### config.mk
export PLATFORM = sky130hd
export DESIGN_NAME = led_rgb_ctrl
export DESIGN_NICKNAME = d
export VERILOG_FILES = /design/src/rtl/led_rgb_ctrl.sv
export SDC_FILE = /design/constraint.sdc
export NUM_CORES = 1
export LEC_CHECK = 0
export ABC_CLOCK_PERIOD_IN_PS = 2800
export CORE_ASPECT_RATIO = 0.5
export CORE_UTILIZATION = 25
export DETAILED_ROUTE_END_ITERATION = 8
export GPL_TIMING_DRIVEN = 1
export PLACE_DENSITY = 0.52
export SLEW_MARGIN = 20
export SYNTH_ARGS = -nofsm -noshare
export SYNTH_HDL_FRONTEND = slang
export SYNTH_SLANG_ARGS = --single-unit
### constraint.sdc
create_clock -name clk_in -period 2.8 [get_ports clk_in]
set_input_delay 0.42 -clock clk_in [delete_from_list [all_inputs] [get_ports clk_in]]
set_output_delay 0.42 -clock clk_in [all_outputs]
set_load 0.02 [all_outputs]
### src/rtl/led_rgb_ctrl.sv
`default_nettype none
// +--------------------------------------------------------------------------+
// | Module : led_rgb_ctrl                                                    |
// | Multi-channel RGB LED driver: off/steady/blink/counted-burst modes with  |
// | a shared blink prescaler. Define LED_RGB_PWM_EN for PWM dimming.         |
// | Rev    : 1.0  initial release                                            |
// +--------------------------------------------------------------------------+
module led_rgb_ctrl #(
   parameter int N_CH      = 1,
   parameter int BLINK_DIV = 25_000_000,
   parameter int PWM_W     = 4,
   parameter int BURST_W   = 4
) (
   input  logic                 clk_in,
   input  logic                 rst_n,
   input  logic [N_CH-1:0]      load,
   input  logic [3*N_CH-1:0]    color,
   input  logic [2*N_CH-1:0]    mode,
   input  logic [PWM_W-1:0]     duty,
   input  logic [BURST_W-1:0]   burst_cnt,
   output logic [3*N_CH-1:0]    rgb_out,
   output logic [N_CH-1:0]      busy
);

   localparam logic [1:0] c_MODE_OFF    = 2'b00;
   localparam logic [1:0] c_MODE_STEADY = 2'b01;
   localparam logic [1:0] c_MODE_BLINK  = 2'b10;
   localparam logic [1:0] c_MODE_BURST  = 2'b11;

   localparam int                 c_DIV_W    = $clog2(BLINK_DIV);
   localparam logic [c_DIV_W-1:0] c_DIV_LAST = c_DIV_W'(BLINK_DIV - 1);

   logic [c_DIV_W-1:0] r_presc;
   logic               w_tick;

   assign w_tick = (r_presc == c_DIV_LAST);

   always_ff @(posedge clk_in) begin
      if (!rst_n)      r_presc <= '0;
      else if (w_tick) r_presc <= '0;
      else             r_presc <= r_presc + 1'b1;
   end

`ifdef LED_RGB_PWM_EN
   logic [PWM_W-1:0] r_pwm_cnt;

   always_ff @(posedge clk_in) begin
      if (!rst_n) r_pwm_cnt <= '0;
      else        r_pwm_cnt <= r_pwm_cnt + 1'b1;
   end
`else
   logic w_unused_duty;
   assign w_unused_duty = ^duty;
`endif

   wire [3*N_CH-1:0] w_rgb;
   wire [N_CH-1:0]   w_busy;

   for (genvar i = 0; i < N_CH; i++) begin : g_ch
      logic [2:0]         r_color;
      logic [1:0]         r_mode;
      logic [BURST_W-1:0] r_rem;
      logic               r_phase;
      logic [2:0]         r_rgb;
      logic               r_busy;
      logic [1:0]         w_mode_in;
      logic               w_gate;
      logic               w_pwm_on;

      assign w_mode_in = mode[2*i +: 2];

`ifdef LED_RGB_PWM_EN
      logic [PWM_W-1:0] r_duty;
      // Full-scale duty must be solid on, not (2^W-1)/2^W.
      assign w_pwm_on = (r_duty == '1) | (r_pwm_cnt < r_duty);
`else
      assign w_pwm_on = 1'b1;
`endif

      always_comb begin
         w_gate = 1'b0;
         case (r_mode)
            c_MODE_OFF:    w_gate = 1'b0;
            c_MODE_STEADY: w_gate = 1'b1;
            default:       w_gate = r_phase;
         endcase
      end

      always_ff @(posedge clk_in) begin
         if (!rst_n) begin
            r_color <= '0;
            r_mode  <= c_MODE_OFF;
            r_rem   <= '0;
            r_phase <= 1'b0;
            r_rgb   <= '0;
            r_busy  <= 1'b0;
`ifdef LED_RGB_PWM_EN
            r_duty  <= '0;
`endif
         end else begin
            if (load[i]) begin
               r_color <= color[3*i +: 3];
               r_rem   <= burst_cnt;
               r_phase <= 1'b1;
               // An empty burst never becomes busy.
               r_mode  <= ((w_mode_in == c_MODE_BURST) && (burst_cnt == '0)) ?
                          c_MODE_OFF : w_mode_in;
`ifdef LED_RGB_PWM_EN
               r_duty  <= duty;
`endif
            end else if (w_tick) begin
               case (r_mode)
                  c_MODE_BLINK: r_phase <= ~r_phase;
                  c_MODE_BURST: begin
                     if (r_phase) begin
                        r_phase <= 1'b0;
                        r_rem   <= r_rem - 1'b1;
                     end else if (r_rem == '0) begin
                        r_mode  <= c_MODE_OFF;
                     end else begin
                        r_phase <= 1'b1;
                     end
                  end
                  default: ;
               endcase
            end
            r_rgb  <= r_color & {3{w_gate & w_pwm_on}};
            r_busy <= (r_mode == c_MODE_BURST);
         end
      end

      assign w_rgb[3*i +: 3] = r_rgb;
      assign w_busy[i]       = r_busy;
   end

   assign rgb_out = w_rgb;
   assign busy    = w_busy;

endmodule
`default_nettype wire

Yosys cells after proc, flatten, opt, wreduce, memory -nomap -nowiden --
Cells that the tools add are included.
Cells by class: $mul 0, multiplexer cells 16, shift operators 0, reductions and logical operators 13, eq/ne operators 6, bitwise operators 3, order comparisons 0, add/subtract/negate cells 2, divide/modulo/power cells 0
Operators by type and width (count):
- $add 25x1->25 const B | 1
- $eq 25x25->1 const B | 1
- $mux 4 | 4
- $mux 2 | 6
- $logic_not 4->1 | 2
- $reduce_bool 2->1 | 4
- $eq 2x2->1 const B | 3
- $mux 1 | 4
- $pmux 1 s2 | 2
- $reduce_and 4->1 | 1
- $sub 4x1->4 const B | 1
- $and 3x3->3 | 1
- $reduce_and 3->1 | 1
- $reduce_bool 3->1 | 1
- $eq 2x1->1 const B | 1
- $logic_not 2->1 | 1
- $ne 2x2->1 const B | 1
- $not 1->1 | 2
- $reduce_and 2->1 | 1
- $reduce_or 2->1 | 1
- $logic_and 1x1->1 | 1
Word-level totals: RAM bits 0, bits in latches 0, memories 0, ROM bits 0, output and inout port bits 4, logic and storage cells 47, register bits after elaboration 39, bits of input ports 16

Longest topological paths before layout --
depth after elaboration 6, gate-level depth with buffers 7, mapped depth without buffers 6

Least setup slack after synthesis --
OpenSTA, ideal clock, no wires.
path kind reg-to-reg, start register r_presc[17], end register g_ch[0].r_rem[0], setup time 0.122 ns, clock period less this slack 2.188 ns, path slack 0.612 ns, data arrival time 2.066 ns, path buffers 1, data required time 2.678 ns, cell stages (with the launch flop) 6, cell sequence dfxtp_1 > or4b_1 > or4_1 > buf_2 > o31a_1 > o311a_1
On the way: longest elaborated chain between the ends 3
Ends and longest elaborated chain:
- start: declaration | RTL line 33 | logic [c_DIV_W-1:0] r_presc;
- start signal: assignment | RTL line 41 | else r_presc <= r_presc + 1'b1;
- $eq 25x25->1 | RTL line 36 | assign w_tick = (r_presc == c_DIV_LAST);
- $reduce_bool 2->1 (no source line)
- $reduce_and 3->1 (no source line)
- end signal: assignment | RTL line 103 | r_rem <= burst_cnt;
- end signal: assignment | RTL line 117 | r_rem <= r_rem - 1'b1;
- end: declaration | RTL line 62 | logic [BURST_W-1:0] r_rem;
Every way passes these cells. A chain may end at the register's enable or synchronous reset.

Worst setup path after layout --
start register r_presc[17], end register g_ch[0].r_mode[1]
On the way: longest elaborated chain between the ends 3
Ends and longest elaborated chain:
- $eq 25x25->1 | RTL line 36
- $reduce_bool 2->1 (no source line)
- $reduce_and 4->1 (no source line)
- end signal: assignment | RTL line 92 | r_mode <= c_MODE_OFF;
- end signal: assignment | RTL line 106 | r_mode <= ((w_mode_in == c_MODE_BURST) && (burst_cnt == '0)) ?
- end signal: assignment | RTL line 119 | r_mode <= c_MODE_OFF;
- end: declaration | RTL line 61 | logic [1:0] r_mode;
Every way passes these cells.

==> flow_summary.yaml <==
die:
  die_y_um: 62.3
  fp-row-count: 21
  core-area_sq_um: 6860
  start_util_pct: 26.5
  ios: 20
  die_x_um: 123
  dieArea_sq_um: 7630
clock_tree:
  insertion_delay_ns: 0.28
  postCtsSetupRepairBufs: 0
  clk_pin_slew_worst_paths_ns: 0.06
  cts_tree: "done"
  root_buffer: "clkbuf_16"
  clockBufferDepth: 2
  cts_sinks: 39
  numCtsBuffers: 5
  htree_levels: 2
  cts_resized: 0
  cts-hold-fix-buffers: 0
global_route:
  track_usage_pct: 10.7
  grt_pass1_wl_um: 6590
  gr-total-overflow: 0
  antenna_found_initial: 0
  grt_pass1_vias: 1433
  grt_start_max_net_pins: 26
run_status:
  outcome: "finished clean"
finish:
  area_growth_pct: 21.1
  multi_input_area_sq_um: 983
  antenna_cells: 0
  regArea_sq_um: 781
  nets: 241
  n_fill_cell: 678
  instances_no_fill: 316
  mostFrequentLayoutCell: "dfxtp_1"
  drive_above_1_share_pct: 4.91
  layout_common_cells: "dfxtp_1 (39), nor2_1 (17), nand2_1 (15), clkdlybuf4s50_1 (15), a21oi_1 (13)"
drt:
  drt-total-wl_um: 3750
  final_antenna_net_count: 0
  first_pass_iters: 4
  drc: 0
  drt-wirelength-per-cell_um: 11.9
  drt-initial-drc-count: 101
  via_per_inst: 4.90
  dr_total_vias: 1548
timing:
  fin_crit_ns: 2.34
  clock.fmax_ghz: 0.428
  skew_ns: 0.00441
  rsz0062_at_grt: "false"
  hold_viol_final: 0
  relSlewSlack_pct: 57.4
  worstMarginPinSlew_ns: 0.633
  drv_slew: 0
  setup_viol: 0
  tns_ns: 0
  hold_ws_ns: 0.452
  finalCritPeriodShare_pct: 83.4
place:
  hpwlAfterDp_um: 2740
  io_buffers: 15
  dp.cells: 308
  globalplace.congestion: 0.774
setup_path:
  regToRegSetupSlack_ns: 0.46
  arrival_ns: 2.50
  worstSetupStartpointType: "flop"
  critPathRequiredTime_ns: 2.97
  cp-end-kind: "flop"
  crit_fanout: 8
  critPathKind: "reg2reg"
logic_synthesis:
  avgSynthCellArea_sq_um: 8.78
  syn_area_sq_um: 1820
  netlist_instances: 207
  synth_fp_nets: 225
  yosysWarnings: 0
  yosysUniqueCellTypes: 40
  ys_ff_latch: 39
  synth_seq_area_share_pct: 43.0
power_and_ir_drop:
  powerDensity_nw_per_um2: 539
  power_frac_clock_pct: 45.3
  p_leak_nw: 0.721
  p_total_w: 0.00119
  switching_share_pct: 21.2
  pwr-share-comb_pct: 5.8
  vdd_drop_max_mv: 0.233
  switching_power_w: 0.000251
  seqPwrFrac_pct: 49.0
  internal_power_w: 0.000935
job:
  cap_violations: 0
worst_hold_path:
  hold_path.class: "reg2reg"
## final timing paths
kind / start / cells past startpoint / endpoint
worst max-delay path: r_presc[17]$_SDFF_PP0_ / 4 / g_ch[0].r_mode[1]$_SDFFE_PN0P_
worst min-delay path: r_presc[0]$_SDFF_PP0_ / 1 / r_presc[0]$_SDFF_PP0_
worst max register to register: r_presc[17]$_SDFF_PP0_ / 4 / g_ch[0].r_mode[1]$_SDFFE_PN0P_
worst min register to register: r_presc[0]$_SDFF_PP0_ / 1 / r_presc[0]$_SDFF_PP0_
## worst max-delay path, stage by stage, from the launching register on
cell	delay, ns
dfxtp_1	0.33
or4b_1	0.55
or4_1	0.68
o311a_1	0.43
a22o_1	0.24
## Yosys cell counts
library cell	number	area, sq um
o211ai_1	1	7.51
xor2_1	7	61.3
nand4b_1	1	8.76
mux2i_1	4	40.0
nor2_1	17	63.8
nor4b_1	1	8.76
o21ai_0	8	40.0
buf_2	3	15.0
or3_2	1	7.51
nor3_1	1	5.00
dfxtp_1	39	781
xnor2_1	3	26.3
buf_1	1	3.75
a21oi_1	13	65.1
a31oi_1	2	12.5
o31ai_1	7	52.6
o311a_1	3	30.0
nand3_1	9	45.0
ha_1	2	25.0
a311o_1	1	10.0
clkbuf_1	4	15.0
or3_1	7	43.8
nor3b_1	1	7.51
nand4_2	1	12.5
inv_1	5	18.8
nand4_1	7	43.8
or4_1	11	82.6
a211oi_1	1	7.51
and3_1	4	25.0
nand2b_1	2	12.5
and2_1	6	37.5
and4_1	4	35.0
a311oi_1	1	8.76
nor2b_1	5	31.3
o21ai_2	1	8.76
a22o_1	2	17.5
o31a_1	1	8.76
or4b_1	1	10.0
nand2_1	15	56.3
nor4_1	4	25.0
## per-stage QoR
stage          util, %  area [sq um]  setup WS [ns]
6_report          32.1          2200          0.465
5_1_grt           32.1          2200          0.395
4_1_cts           32.1          2200          0.467
3_5_place_dp      30.1          2060          0.483
3_3_place_gp      30.1          2060          0.511
2_1_floorplan        -          1820          0.612
## final cells by class
cell class,instances,area share (%)
clock buffers,7,6.03
clock inverters,1,0.227
inverters,5,0.853
multi-input cells,155,44.7
flip-flops and latches,39,35.5
well taps,92,5.23
repair buffers,17,7.50
## flip-flops by register name, indices dropped and copies added, names as in the netlist
name          cells
busy              1
g_ch.r_color      3
g_ch.r_mode       2
g_ch.r_phase      1
g_ch.r_rem        4
r_presc          25
rgb_out           3
## logic make-up (layout without fill, tap and decap cells)
| group | Yosys count | after routing | synth area share [%] |
|---|---|---|---|
| AOI/OAI and AO/OA | 41 | 41 | 14.8 |
| buffers and inverters | 13 | 30 | 2.89 |
| DFF | 39 | 39 | 43.0 |
| xor gates and xnor gates | 10 | 10 | 4.82 |
| muxes | 4 | 4 | 2.20 |
| and+or+nand+nor | 98 | 98 | 30.9 |
| adders and majority gates | 2 | 2 | 1.38 |
## per-layer routing
metal,track usage (%),vias up,wire [um]
met5,0,-,0
met4,3.66,0,19
met3,2.67,5,93
met2,17.3,19,1660
met1,13.8,719,1980
li1,-,805,-
## power by group through the flow
stage	clock network, W	registers [W]	logic, W
floorplan	0	0.000590	0.0000397
global placement	0	0.000591	0.0000678
CTS	0.000552	0.000580	0.0000696
finish	0.000537	0.000580	0.0000686
global route	0.000576	0.000582	0.0000762
detailed placement	0	0.000592	0.0000692
(Power assumes the default switching activity.)
